===== src/rtl/latch_hold_bank.sv =====
// -----------------------------------------------------------------------------
// latch_hold_bank
//
// A bank of CHANNELS independent WIDTH-bit capture registers. Each channel gives
// latch-like behaviour from ordinary flops. While its gate is active, the
// channel follows D one edge late. When the gate goes inactive, the channel
// holds its value. VALID rises once the held value has stayed unchanged for
// HOLD cycles. A shared synchronous PRE loads PRE_VAL into every channel and
// marks it valid on the next edge.
//
// Ports
//   C          in   1                rising-edge clock
//   CLR_N      in   1                asynchronous reset, active low
//   G          in   CHANNELS         per-channel gate (polarity: GATE_ACT_LOW)
//   PRE        in   1                synchronous preset, all channels
//   D          in   CHANNELS*WIDTH   data, channel i = D[i*WIDTH +: WIDTH]
//   Q          out  CHANNELS*WIDTH   held/tracked data, same packing as D
//   VALID      out  CHANNELS         channel i locked and stable
//   ALL_VALID  out  1                AND of VALID
//   STATE_DBG  out  2*CHANNELS       per-channel FSM state, channel i at
//                                    STATE_DBG[2*i +: 2]
//                                    (0 IDLE, 1 OPEN, 2 SETTLE, 3 LOCKED)
//
// Handshake: none. G, D and PRE are level inputs sampled on every rising
// edge of C. There is no valid/ready pairing. VALID is a status output and
// carries no back-pressure.
// -----------------------------------------------------------------------------
module latch_hold_bank #(
  parameter int unsigned      WIDTH        = 4,
  parameter int unsigned      CHANNELS     = 2,
  parameter int unsigned      HOLD         = 8,
  parameter logic [WIDTH-1:0] PRE_VAL      = 4'hF,
  parameter bit               GATE_ACT_LOW = 1'b1
) (
  input  logic                      C,
  input  logic                      CLR_N,
  input  logic [CHANNELS-1:0]       G,
  input  logic                      PRE,
  input  logic [CHANNELS*WIDTH-1:0] D,
  output logic [CHANNELS*WIDTH-1:0] Q,
  output logic [CHANNELS-1:0]       VALID,
  output logic                      ALL_VALID,
  output logic [2*CHANNELS-1:0]     STATE_DBG
);

  // The counter must be able to hold HOLD-1. It is kept at least one bit
  // wide so that the HOLD=0 build still elaborates cleanly.
  localparam int unsigned CNT_W = ($clog2(HOLD + 1) < 1) ? 1 : $clog2(HOLD + 1);

  // This is the value loaded on the first inactive edge. Including that edge,
  // the total settle time is HOLD edges.
  localparam logic [CNT_W-1:0] CNT_LOAD = (HOLD == 0) ? '0 : CNT_W'(HOLD - 1);

  typedef enum logic [1:0] {
    ST_IDLE   = 2'd0,
    ST_OPEN   = 2'd1,
    ST_SETTLE = 2'd2,
    ST_LOCKED = 2'd3
  } state_e;

  for (genvar ch = 0; ch < CHANNELS; ch++) begin : g_ch
    state_e           state_q, state_d;
    logic [CNT_W-1:0] cnt_q, cnt_d;
    logic [WIDTH-1:0] q_q, q_d;
    logic [WIDTH-1:0] d_ch;
    logic             act;

    assign d_ch = D[ch*WIDTH +: WIDTH];
    // The gate is active when G differs from the inactive level.
    assign act  = G[ch] ^ GATE_ACT_LOW;

    always_ff @(posedge C or negedge CLR_N) begin
      if (!CLR_N) begin
        state_q <= ST_IDLE;
        cnt_q   <= '0;
        q_q     <= '0;
      end else begin
        state_q <= state_d;
        cnt_q   <= cnt_d;
        q_q     <= q_d;
      end
    end

    always_comb begin
      state_d = state_q;
      cnt_d   = cnt_q;
      q_d     = q_q;

      if (PRE) begin
        // The preset wins over the gate on the same edge.
        q_d     = PRE_VAL;
        state_d = ST_LOCKED;
        cnt_d   = '0;
      end else begin
        unique case (state_q)
          ST_IDLE: begin
            if (act) begin
              q_d     = d_ch;
              state_d = ST_OPEN;
            end
          end

          ST_OPEN: begin
            if (act) begin
              q_d = d_ch;
            end else if (HOLD == 0) begin
              state_d = ST_LOCKED;
            end else begin
              state_d = ST_SETTLE;
              cnt_d   = CNT_LOAD;
            end
          end

          ST_SETTLE: begin
            if (act) begin
              // Re-opening abandons the settle. It restarts from scratch on
              // the next release.
              q_d     = d_ch;
              state_d = ST_OPEN;
              cnt_d   = '0;
            end else if (cnt_q == '0) begin
              state_d = ST_LOCKED;
            end else begin
              cnt_d = cnt_q - CNT_W'(1);
            end
          end

          ST_LOCKED: begin
            if (act) begin
              q_d     = d_ch;
              state_d = ST_OPEN;
            end
          end

          default: begin
            state_d = ST_IDLE;
            cnt_d   = '0;
          end
        endcase
      end
    end

    assign Q[ch*WIDTH +: WIDTH] = q_q;
    assign VALID[ch]            = (state_q == ST_LOCKED);
    assign STATE_DBG[2*ch +: 2] = state_q;
  end

  // This is a pure decode of registered state, so it adds no latency.
  assign ALL_VALID = &VALID;

endmodule


===== config.mk =====
export PLATFORM = sky130hd
export DESIGN_NAME = latch_hold_bank
export DESIGN_NICKNAME = d
export VERILOG_FILES = /design/src/rtl/latch_hold_bank.sv
export SDC_FILE = /design/constraint.sdc
export NUM_CORES = 1
export LEC_CHECK = 0
export CORE_MARGIN = 4
export CORE_UTILIZATION = 45
export CTS_BUF_LIST = sky130_fd_sc_hd__clkbuf_4 sky130_fd_sc_hd__clkbuf_8
export DETAILED_ROUTE_END_ITERATION = 10
export GPL_TIMING_DRIVEN = 1
export PLACE_DENSITY = 0.7
export RECOVER_POWER = 25
export SLEW_MARGIN = 20
export SYNTH_ARGS = -nofsm -noshare
export SYNTH_HDL_FRONTEND = slang
export SYNTH_SLANG_ARGS = --single-unit

===== constraint.sdc =====
create_clock -name C -period 4 [get_ports C]
set_clock_uncertainty 0.1 [all_clocks]
set_input_delay 1 -clock C [delete_from_list [all_inputs] [get_ports C]]
set_output_delay 1 -clock C [all_outputs]
set_load 0.01 [all_outputs]

==> Yosys cells after proc, flatten, opt, wreduce, memory -nomap -nowiden <==
Index checks and enable logic that the tools add are counted.
{ "op_classes": {"add_sub_neg": 2, "eq_ne": 16, "n_mux": 28, "reduce_logical": 15} }
{ "ops": {"columns": ["cell", "n"], "rows": [
  ["$mux W4", 14],
  ["$mux W2", 10],
  ["$ne A4 B4 Y1 const B", 4],
  ["$pmux W4 S2", 2],
  ["$ne A3 B2 Y1 const B", 4],
  ["$pmux W2 S3", 2],
  ["$reduce_and A3 Y1", 4],
  ["$eq A2 B2 Y1 const B", 4],
  ["$logic_not A4 Y1", 2],
  ["$reduce_or A4 Y1", 2],
  ["$sub A4 B1 Y4 const B", 2],
  ["$ne A3 B3 Y1 const B", 2],
  ["$reduce_bool A3 Y1", 2],
  ["$eq A2 B1 Y1 const B", 2],
  ["$logic_not A2 Y1", 2],
  ["$reduce_or A2 Y1", 2],
  ["$reduce_and A2 Y1", 1]
]} }
{ "totals": {"reg_bits": 20, "input_bits": 13, "out_inout_bits": 15, "elab_cells": 67} }

==> Depth between registers and ports, before layout <==
{ "logic_depth": {"ltp_word": 5, "depth_mapped": 7, "ltp_nobuf": 6} }

==> Worst setup path before layout <==
OpenSTA, ideal clock, no wires.
{ "synth_timing": {"path_type": "input port to flip-flop", "start": "in PRE", "end": "reg g_ch[0].cnt_q[3]", "setup_time_ns": 0.087, "t_arrival_ns": 2.011, "required_time_ns": 3.813, "setup_slack_ns": 1.803, "path_stages": 5, "n_path_buf": 1, "path_cell_list": "buf_2 or2b_1 o32ai_4 or3_1 a211oi_2"} }
{ "synth_between": {"elab_chain_cells": 2, "word_cells_on_any_way": 5, "classes_between": "eq/ne (2); mux (1); reduce/logical (2)"} }
{ "synth_rtl": {"columns": ["element", "line_no", "rtl"], "rows": [
  ["start: declaration", "38", "input logic PRE,"],
  ["$ne A4 B4 Y1 (no line) (tied with other cells)", null, null],
  ["$reduce_and A3 Y1 (no line)", null, null],
  ["end signal: assignment", "79", "cnt_q <= cnt_d;"],
  ["end: declaration", "63", "logic [CNT_W-1:0] cnt_q, cnt_d;"]
]} }
Several ways; a longest one is shown, not always the timed one.
A chain may end at the register's enable or synchronous reset.

==> Worst setup path in the final report <==
{ "layout_timing": {"start": "reg g_ch[1].state_q[0]", "end": "out ALL_VALID"} }
{ "layout_between": {"elab_chain_cells": 2} }
{ "layout_rtl": {"columns": ["element", "line_no", "rtl"], "rows": [
  ["start: declaration", "62", "state_e state_q, state_d;"],
  ["start signal: assignment", "78", "state_q <= state_d;"],
  ["$eq A2 B2 Y1", "144", "assign VALID[ch] = (state_q == ST_LOCKED);"],
  ["$reduce_and A2 Y1", "149", "assign ALL_VALID = &VALID;"],
  ["end: declaration", "42", "output logic ALL_VALID,"]
]} }
Every way passes these cells.

==> flow_summary.toml <==
[run_status]
outcome = "completed"

[cells_and_area]
fin_nets = 195
diodes = 0
final_cells = 198
most-common-layout-cells = "clkdlybuf4s50_1 (26), dfrtp_1 (20), nand2_1 (17)"
final_common_cell = "clkdlybuf4s50_1"
nFillCells = 244
drive_gt1_share_pct = 7.78
area_growth_pct = 27.2

[hold_path]
min_path_type = "reg2reg"

[timing]
hold_violations = 0
slew_viol_final = 0
fin_crit_sh_pct = 68.8
min_period_ns = 2.75
worst_pin_slew_ns = 0.901
setup_violations = 0
setup-tns-final_ns = 0
slew_headroom_pct = 39.8
setup_ws_ns = 1.25
fmax_ghz = 0.364
rsz0062_at_grt = "false"

[placed_design]
hpwlAfterDp_um = 2040
gp_congestion = 0.890
dp_slack_ns = 1.03
numPlacedInstances = 194
portBuffers = 27

[logic_synthesis]
synth-seq-cells = 20
syn-num-nets = 167
yosys_warnings = 0
ys_types = 35
synthesis.area_um2 = 1270
synth-edff-count = 0
seq_area_frac_synth_pct = 39.3
synth_ff_type = "dfrtp_1"
synthArstFlopShare_pct = 100
syn_area_per_cell_um2 = 9.11
syn_inst = 140

[detailed_routing]
wl_per_cell_um = 12.8
via_per_inst = 5.25
postRouteAntennaNets = 0
drc = 0
vias = 1040
drt_iter0_markers = 26
drtPass1Iterations = 4
wl_um = 2530

[floorplanning]
dieArea_um2 = 3750
initial_core_util_pct = 46.6
coreArea_um2 = 2730
num_rows = 19
io_pins = 28
fp.dieH_um = 61.2
die_w_um = 61.2

[clock_network]
clk_pin_slew_ns = 0.11
hold_buffers = 0
cts_buffers = 3
root_buffer = "clkbuf_4"
clk_latency_ns = 0.29
clockBufferDepth = 2
htree_levels = 1
cts_tree = "yes"
cts_resized = 0
cts_setup_buffers = 0
cts_num_sinks = 20

[power_and_ir_drop]
vdd.ir_drop.worst_mv = 0.293
power_frac_clock_pct = 24.9
leakagePower_nw = 0.698
powerDensity_nw_per_um2 = 399
p_seq_share_pct = 39.0
share_comb_of_total_power_pct = 36.1
p_int_mw = 0.448
p_sw_mw = 0.199
switching_share_pct = 30.8

[global_route]
grt_pass1_wl_um = 4130
grt_use_total_pct = 14.7
grt_overflow_total = 0
grt_start_max_net_pins = 21
antenna_found_initial = 0
grt_pass1_vias = 973

[setup_path]
cp.required_ns = 2.90
startpoint_type = "register"
worst_setup_path_end_kind = "output port"
worstSetupPathType = "reg2out"
cp_max_fo = 6
cp.arrival_ns = 1.65

[run]
maxCapViolCount = 0
-- Yosys cell counts, types with 2 or more instances --
library cell | n | area, um2
a211oi_1 | 3 | 22.5
a21o_1 | 2 | 15.0
a21oi_1 | 5 | 25.0
a31oi_1 | 3 | 18.8
buf_2 | 3 | 15.0
clkbuf_1 | 2 | 7.51
dfrtp_1 | 20 | 500
ha_1 | 14 | 175
inv_1 | 13 | 48.8
nand2_1 | 17 | 63.8
nor2_1 | 16 | 60.1
nor3_1 | 3 | 15.0
nor4_1 | 2 | 12.5
o21ai_0 | 14 | 70.1
o31ai_1 | 2 | 15.0
or3_1 | 2 | 12.5
-- metal layers --
metal	global-route usage (%)	vias up	routed length [um]
li1	-	536	-
met1	17.5	496	1100
met2	26.1	6	1340
met3	2.73	2	69
met4	5.57	0	17
met5	0	-	0
-- state kept, by name, indices dropped and copies added (netlist names) --
name / count
g_ch.cnt_q: 8
g_ch.q_q: 8
g_ch.state_q: 4
-- per-stage QoR --
| step | utilization, % | power [mW] | area [um2] | hold slack, ns |
|---|---|---|---|---|
| finish | 59.3 | 0.647 | 1620 | 0.391 |
| global route | 59.3 | 0.695 | 1620 | 0.434 |
| CTS | 59.3 | 0.657 | 1620 | 0.402 |
| detailed placement | 57.4 | 0.493 | 1570 | 0.375 |
| global placement | 57.4 | 0.486 | 1570 | 0.365 |
| floorplan | - | 0.399 | 1270 | 0.349 |
-- critical path: stages, from the launching register on --
cell	delay, ns
dfrtp_1	0.46
ha_1	0.23
and2_1	0.14
clkdlybuf4s50_1	0.53
-- logic make-up (layout without fill, tap and decap cells) --
logic type,after synthesis,count (layout),synth area share (%)
and+or+nand+nor,47,47,17.1
AOI/OAI and AO/OA,37,37,20.8
DFF,20,20,39.3
buffers and inverters,18,45,5.59
adders and majority gates,14,14,13.7
muxes,3,3,2.85
xor gates and xnor gates,1,1,0.687
-- power by group through the flow --
stage	combinational (mW)	sequential, mW	clock [mW]
5_1_grt	0.261	0.257	0.178
6_report	0.233	0.252	0.161
3_5_place_dp	0.235	0.257	0
4_1_cts	0.237	0.253	0.167
2_1_floorplan	0.138	0.261	0
3_3_place_gp	0.230	0.255	0
-- cell type report --
type                       count  area [um2]  area share (%)
sequential                    20         500            30.9
multi-input combinational    102         703            43.4
timing repair buffer          28         278            17.1
inverter                      13        48.8            3.01
clock inverter                 1        30.0            1.85
clock buffer                   3        22.5            1.39
tap                           31        38.8            2.39
-- worst paths after layout --
check                                               startpoint                            to  slack, ns  depth (start not counted)
worst max-delay path            g_ch[1].state_q[0]$_DFFE_PN0P_                     ALL_VALID       1.25                          3
worst min-delay path                g_ch[0].q_q[2]$_DFFE_PN0P_    g_ch[0].q_q[2]$_DFFE_PN0P_       0.39                          2
worst max register to register  g_ch[0].state_q[0]$_DFFE_PN0P_  g_ch[0].cnt_q[3]$_DFFE_PN0P_       2.06                          6
worst min register to register      g_ch[0].q_q[2]$_DFFE_PN0P_    g_ch[0].q_q[2]$_DFFE_PN0P_       0.39                          2
max in group asynchronous                                CLR_N    g_ch[0].q_q[1]$_DFFE_PN0P_       2.08                          1
min in group asynchronous                                CLR_N  g_ch[0].cnt_q[2]$_DFFE_PN0P_       1.17                          1
No activity file was read; power rests on OpenSTA's default activity.
